## src/rtl/load_store_unit.sv

```systemverilog
// Load/store unit: aligns core loads/stores onto a word-addressed valid/ready
// bus with byte enables, extends load data, and aborts stuck accesses.
module load_store_unit #(
  parameter int unsigned TIMEOUT = 255
) (
  input  logic        clk,
  input  logic        reset,
  input  logic        MemRead,
  input  logic        MemWrite,
  input  logic [2:0]  Funct3,
  input  logic [31:0] ALUResult,
  input  logic [31:0] WriteData,
  output logic [31:0] ReadData,
  output logic        Stall,
  output logic        MisalignErr,
  output logic        BusErr,
  output logic        bus_valid,
  input  logic        bus_ready,
  output logic        bus_we,
  output logic [31:0] bus_addr,
  output logic [31:0] bus_wdata,
  output logic [3:0]  bus_be,
  input  logic        bus_rvalid,
  input  logic [31:0] bus_rdata
);

  localparam int unsigned AW  = 32;
  localparam int unsigned DW  = 32;
  localparam int unsigned BEW = 4;
  localparam int unsigned CW  = 16;
  localparam logic [CW-1:0] CNT_LAST = CW'(TIMEOUT - 1);

  typedef enum logic [1:0] {IDLE, REQ, RESP, DONE} state_t;

  state_t          state, state_nxt;
  logic [AW-1:0]   addr_q;
  logic [BEW-1:0]  be_q;
  logic [DW-1:0]   wdata_q;
  logic            we_q;
  logic [2:0]      f3_q;
  logic [1:0]      off_q;
  logic [CW-1:0]   cnt_q;
  logic [DW-1:0]   rdata_q;
  logic            buserr_q;

  logic            req_c, illegal_c, accept_c, capture_c, abort_c, timeout_c;
  logic [1:0]      off_c;
  logic [BEW-1:0]  be_c;
  logic [DW-1:0]   wdata_c, shifted_c, load_c;

  // Request decode: lane pattern, replicated store data and legality.
  always_comb begin
    req_c     = MemRead | MemWrite;
    off_c     = ALUResult[1:0];
    be_c      = 4'b1111;
    wdata_c   = WriteData;
    illegal_c = 1'b0;
    case (Funct3[1:0])
      2'b00: begin
        be_c    = 4'b0001 << off_c;
        wdata_c = {4{WriteData[7:0]}};
      end
      2'b01: begin
        be_c      = 4'b0011 << off_c;
        wdata_c   = {2{WriteData[15:0]}};
        illegal_c = off_c[0];
      end
      default: illegal_c = (off_c != 2'b00);
    endcase
    if (MemWrite) begin
      illegal_c = illegal_c | Funct3[2];
    end else if ((Funct3 == 3'b011) || (Funct3[2:1] == 2'b11)) begin
      illegal_c = 1'b1;
    end
  end

  // Load data extraction from the returned word.
  always_comb begin
    shifted_c = bus_rdata >> {off_q, 3'b000};
    case (f3_q)
      3'b000:  load_c = {{24{shifted_c[7]}}, shifted_c[7:0]};
      3'b001:  load_c = {{16{shifted_c[15]}}, shifted_c[15:0]};
      3'b100:  load_c = {24'b0, shifted_c[7:0]};
      3'b101:  load_c = {16'b0, shifted_c[15:0]};
      default: load_c = shifted_c;
    endcase
  end

  assign timeout_c = (cnt_q >= CNT_LAST);

  // Next-state and output decode.
  always_comb begin
    state_nxt   = state;
    accept_c    = 1'b0;
    capture_c   = 1'b0;
    abort_c     = 1'b0;
    Stall       = 1'b0;
    MisalignErr = 1'b0;
    BusErr      = 1'b0;
    ReadData    = '0;
    bus_valid   = 1'b0;
    bus_we      = 1'b0;
    bus_addr    = '0;
    bus_wdata   = '0;
    bus_be      = '0;
    case (state)
      IDLE: begin
        if (req_c) begin
          if (illegal_c) begin
            MisalignErr = 1'b1;
          end else begin
            Stall     = 1'b1;
            accept_c  = 1'b1;
            state_nxt = REQ;
          end
        end
      end
      REQ: begin
        Stall     = 1'b1;
        bus_valid = 1'b1;
        bus_we    = we_q;
        bus_addr  = addr_q;
        bus_wdata = wdata_q;
        bus_be    = be_q;
        if (bus_ready) begin
          state_nxt = we_q ? DONE : RESP;
        end else if (timeout_c) begin
          abort_c   = 1'b1;
          state_nxt = DONE;
        end
      end
      RESP: begin
        Stall = 1'b1;
        if (bus_rvalid) begin
          capture_c = 1'b1;
          state_nxt = DONE;
        end else if (timeout_c) begin
          abort_c   = 1'b1;
          state_nxt = DONE;
        end
      end
      DONE: begin
        ReadData  = rdata_q;
        BusErr    = buserr_q;
        state_nxt = IDLE;
      end
      default: state_nxt = IDLE;
    endcase
    // The reset cycle presents a quiet interface regardless of state.
    if (reset) begin
      Stall       = 1'b0;
      MisalignErr = 1'b0;
      BusErr      = 1'b0;
      ReadData    = '0;
      bus_valid   = 1'b0;
      bus_we      = 1'b0;
      bus_addr    = '0;
      bus_wdata   = '0;
      bus_be      = '0;
    end
  end

  // State, access latches, timeout counter and load result.
  always_ff @(posedge clk) begin
    if (reset) begin
      state    <= IDLE;
      addr_q   <= '0;
      be_q     <= '0;
      wdata_q  <= '0;
      we_q     <= 1'b0;
      f3_q     <= '0;
      off_q    <= '0;
      cnt_q    <= '0;
      rdata_q  <= '0;
      buserr_q <= 1'b0;
    end else begin
      state <= state_nxt;
      if (accept_c) begin
        addr_q   <= {ALUResult[31:2], 2'b00};
        be_q     <= be_c;
        wdata_q  <= wdata_c;
        we_q     <= MemWrite;
        f3_q     <= Funct3;
        off_q    <= off_c;
        cnt_q    <= '0;
        rdata_q  <= '0;
        buserr_q <= 1'b0;
      end else if ((state == REQ) || (state == RESP)) begin
        cnt_q <= cnt_q + CW'(1);
      end
      if (capture_c) rdata_q <= load_c;
      if (abort_c) buserr_q <= 1'b1;
    end
  end

endmodule

```

## config.mk

```make
export PLATFORM = sky130hd
export DESIGN_NAME = load_store_unit
export DESIGN_NICKNAME = d
export VERILOG_FILES = /design/src/rtl/load_store_unit.sv
export SDC_FILE = /design/constraint.sdc
export NUM_CORES = 1
export LEC_CHECK = 0
export CAP_MARGIN = 20
export CELL_PAD_IN_SITES_DETAIL_PLACEMENT = 1
export CELL_PAD_IN_SITES_GLOBAL_PLACEMENT = 1
export CORE_MARGIN = 2
export CORE_UTILIZATION = 33
export DETAILED_ROUTE_END_ITERATION = 8
export PLACE_DENSITY = 0.88
export REMOVE_ABC_BUFFERS = 1
export SETUP_SLACK_MARGIN = 0.5
export SYNTH_ARGS = -nofsm -noshare
export SYNTH_HDL_FRONTEND = slang
export SYNTH_SLANG_ARGS = --single-unit
```

## constraint.sdc

```tcl
create_clock -name clk -period 2.28 [get_ports clk]
set_input_delay 0.456 -clock clk [delete_from_list [all_inputs] [get_ports clk]]
set_output_delay 0.456 -clock clk [all_outputs]
set_load 0.005 [all_outputs]
```

---- Yosys cells after proc, flatten, opt, wreduce, memory -nomap -nowiden ----
Cells that the tools add are included.
Widths: inputs -> output; s select.
word-level totals
  register bits ........................... 123
  input bits .............................. 105
  output and inout bits ................... 105
  logic and storage cells ................. 85
operators by class
  $add $sub $neg .......................... 1
  magnitude comparators ................... 1
  equality and inequality tests ........... 11
  shifts and indexed selects .............. 3
  mux-type cells .......................... 46
  bitwise logic cells ..................... 2
  reduce and logical (&&, ||, !) cells .... 11
operators by type and width
  operator               number
  $mux 32                8
  $pmux 32 s4            1
  $pmux 32 s2            1
  $shr 32x5->32          1
  $mux 1                 24
  $add 16x1->16 const B  1
  $ge 16x8->1 const B    1
  $mux 2                 5
  $mux 4                 2
  $pmux 2 s4             1
  $pmux 4 s2             1
  $eq 2x2->1 const B     3
  $eq 3x3->1 const B     2
  $pmux 1 s2             3
  $reduce_bool 2->1      3
  $eq 2x1->1 const B     2
  $logic_not 2->1        2
  $ne 2x2->1 const B     2
  $reduce_or 2->1        2
  $shl 1x2->4 const A    1
  $shl 2x2->4 const A    1
  $eq 3x1->1 const B     1
  $eq 3x2->1 const B     1
  $logic_not 3->1        1
  other kinds (3)        5

---- Longest topological paths before layout ----
Gate-level depths: netlist of run 1.
  depth in word-level cells ............... 9
  gate-level depth with buffers ........... 9
  gate-level depth less buffers ........... 7

---- Worst setup path after synthesis of run 1 ----
Ideal clock, no wire load.
  path kind ............................... input -> output
  start ................................... input Funct3[1]
  end ..................................... output Stall
  arrival ................................. 1.573 ns
  required time ........................... 1.824 ns
  setup slack ............................. 0.251 ns
  stages on the path ...................... 8
  buffers on the path ..................... 3
  cell sequence ........................... buf_2 o21ai_0 nand2_1 nor3_2 buf_4 buf_2 nor2_1 nor3_1
on the way
  cells in the longest elaborated chain, start to end .. 8
  elaborated cells on any way between the ends .. 13
  classes of those cells .................. 3 x eq/ne; 7 x mux; 1 x bitwise; 2 x reduce/logical
ends and longest elaborated chain
  what                                            RTL line  source
  start, declared                                 10        input logic [2:0] Funct3,
  $eq 2x1->1, or another cell as far along        58        case (Funct3[1:0])
  $pmux 1 s2 or $logic_or 1x1->1 (tied branches)  58, 72
  $mux 1 or $or 1x1->1 (tied branches)            72, 71
  $mux 1 *                                        70        if (MemWrite) begin
  $mux 1 *                                        109       if (illegal_c) begin
  $mux 1 *                                        108       if (req_c) begin
  $pmux 1 s2 *                                    106       case (state)
  $mux 1 *                                        150       if (reset) begin
  end, declared                                   14        output logic Stall,
Every way passes the cells marked *; elsewhere a longest branch is shown, timed or not.

---- Worst setup path after layout of run 1 ----
  start ................................... register state[1]
  end ..................................... output bus_wdata[4]
on the way
  cells in the longest elaborated chain, start to end .. 3
ends and longest elaborated chain
  what                    RTL line  source
  start, declared         35        state_t state, state_nxt;
  start signal, assigned  177       state <= state_nxt;
  $eq 2x1->1              106
  $mux 32                 106
  $mux 32                 150
  end, declared           21        output logic [31:0] bus_wdata,
Every way passes these cells.

==> flow_summary.ini, run 1 <==
[run_status]
outcome = finished, violations left
violations = negative setup slack

[floorplanning]
core_area_um2 = 18600
dieArea_um2 = 20100
die_w_um = 142
floorplan.rows = 50
die_h_um = 142
ioPinCount = 210
start_util_pct = 33.6

[timing]
max_freq_mhz = 423
finalHoldViolCount = 0
tightest_slew_ps = 630
setup_viol = 17
final.setup.worst_slack_ps = -82.5
max_slew_margin_pct = 57.9
min_period_ps = 2360
timing.final.crit_share_pct = 104
rsz0062_at_grt = true
finalMaxSlewViolations = 0
tns_ps = -401
worst_clock_skew_ps = 9.29

[critical_path]
reg2reg_depth = 12
path_cells = inv_2 -> ha_4 -> nor2b_4 -> buf_6 -> clkbuf_16 -> and2_1 -> clkdlybuf4s15_2
setup.worst_path.start_class = register
required_ps = 1820
rr_startpoint = state[1]
arrival_ps = 1910
cp_max_fo = 9
r2r_slack_ps = 70
cp-end-kind = output pin
cp_slowest_cell = dfxtp_2
cp_slowest_stage_delay_ps = 330
crit_type = register to output pin
r2r-end = addr_q[30]

[clock_tree]
cts_buffers = 17
clock_sinks = 123
clk_latency_ps = 430
cts-root-buf = clkbuf_16
clk_pin_slew_worst_paths_ps = 60
hold_buffers = 0
cts_buffer_depth = 2
cts-htree-levels = 4
cts_tree = yes

[routing]
dr.pass1.iters = 5
wl_per_cell_um = 24.9
ant_nets = 0
routed_wl_um = 32700
drt_iter0_markers = 501
dr_total_vias = 7450
drc = 0
vias_per_cell = 5.67

[yosys]
yosys.cell_count.top_type = nand2_1
synth_top_area_cell = dfxtp_1
syn-cell-area_um2 = 6260
synth_warnings = 0
synthTopCellsByArea = dfxtp_1 (39%), and2_1 (8.4%), nand2_1 (7.7%)
ys_types = 50
synth_seq_cells = 123
synthArstFlopShare_pct = 0
synth_edf_count = 0
synth.top_cells.by_count = nand2_1 (129), dfxtp_1 (123), and2_1 (84)
synth_seq_area_share_pct = 39.3
ys.flop_type = dfxtp_1
avgSynthCellArea_um2 = 8.05
synthCells = 778
synth_top_area_share_pct = 39.3

[power_and_ir_drop]
seqPwrFrac_pct = 34.1
switching_share_pct = 30.8
power_mw = 6.95
p_per_area_nw_per_um2 = 622
intPower_mw = 4.81
combinationalPowerShare_pct = 26.9
p_sw_mw = 2.14
p_leak_nw = 4.49
power_frac_clock_pct = 39.0
peakVddDrop_mv = 0.609

[cells_and_area]
nNetsFinal = 1179
final_util_pct = 59.9
area_growth_syn_to_layout_pct = 78.3
drive_above_1_share_pct = 39.4

[hold_path]
hold_class = register to register
holdPathStages = 2
min_to = addr_q[22]
min_from = addr_q[22]

[grt]
grt_pass1_wl_um = 36100
antenna_found_initial = 1
grt_pass1_vias = 6910
grt_start_max_net_pins = 57
grt.overflow.total = 0
globalRouteTotalUtil_pct = 22.8

[job]
drv_cap = 0

[placed_design]
finalWeightedCongestion = 0.849
dp_hpwl_um = 15700
port_buffers = 207
how the worst max path moves through the flow:
stage          cells past startpoint           end       from
4_1_cts                            8   ReadData[4]   state[1]
3_3_place_gp                       7         Stall  Funct3[0]
3_5_place_dp                       7         Stall  Funct3[0]
2_1_floorplan                      5   rdata_q[24]  Funct3[0]
6_report                           7  bus_wdata[4]   state[1]
5_1_grt                            7  bus_wdata[4]   state[1]
registers in the layout, indices dropped and copies added (netlist names):
name	flops
f3_q	3
we_q	1
addr_q	30
buserr_q	1
cnt_q	16
state	2
wdata_q	32
be_q	4
off_q	2
rdata_q	32
cell families after synthesis:
family                   count (synthesis)  synth area share, %
adder cells (fa/ha/maj)                  9                 1.80
buffers and inverters                   77                 5.95
flip-flops                             123                 39.3
XOR/XNOR                                16                 2.24
other                                    1               0.0599
AO/OA/AOI/OAI                          168                 18.0
AND/OR/NAND/NOR                        349                 27.0
multiplexers                            35                 5.61
cells in the final DEF, fill, tap and decap left out, types with 18 or more instances in the layout:
cell type	netlist	final
o21ai_0	20	19
clkbuf_16	0	33
and2_4	0	56
and2_1	84	28
a21oi_1	61	56
a211oi_1	23	18
mux2i_1	34	34
dfxtp_1	123	121
nand2_1	129	110
buf_4	6	51
buf_2	19	37
buf_6	5	73
clkdlybuf4s50_1	0	97
nor2_1	64	49
power groups by stage:
stage                     sequential (mW)  combinational (mW)  clock [mW]
final                                2.37                1.87        2.71
after global routing                 2.38                1.94        2.81
after CTS                            2.35                1.26        2.65
after detailed placement             2.39                1.10           0
after global placement               2.38                1.07           0
after floorplan                      2.38               0.483           0
final cells by class:
class	instances	area (um^2)
diodes	2	5.00
clock buffers	21	480
clock inverters	11	93.8
fillers	2022	7470
inverters	16	70.1
multi-input cells	581	4270
flip-flops and latches	123	2470
well taps	234	293
repair buffers	326	3490
critical path: cells and delay by family, from the launching register on:
kind          cells  cell delay (ps)
simple gates      2              380
buf+inv           4              620
flops             1              330
fa+ha+maj         1              140
routing by layer:
layer / routed length (um) / track usage (%) / vias to the layer above
li1: - / - / 3256
met1: 12800 / 27.5 / 3655
met2: 16300 / 40.3 / 403
met4: 1670 / 9.47 / 0
met5: 0 / 0 / -
met3: 2000 / 3.64 / 136
metrics by stage:
step	cells	instance area, um^2	hold slack, ps	worst slack, ps
after global placement	1207	8780	438	-451
final	1314	11200	453	-82.5
after floorplan	718	5950	426	-2230
after CTS	1260	9690	452	41.7
after detailed placement	1207	8780	444	-449
after global routing	1314	11200	477	-121
what timing repair did:
item                                    CTS  global route
cloned                                    3            25
pin swaps                                21            60
resized for setup                       378           316
endpoints found under the setup margin  222           224
setup buffers                            18            27
(Power assumes the default switching activity.)
==> run 2: changes to the inputs <==
--- a/config.mk
+++ b/config.mk
@@ -5,7 +5,6 @@
 export SDC_FILE = /design/constraint.sdc
 export NUM_CORES = 1
 export LEC_CHECK = 0
-export CAP_MARGIN = 20
 export CELL_PAD_IN_SITES_DETAIL_PLACEMENT = 1
 export CELL_PAD_IN_SITES_GLOBAL_PLACEMENT = 1
 export CORE_MARGIN = 2
==> results of run 2 <==
Final layout, timing and power as in run 1 (identical DEF).
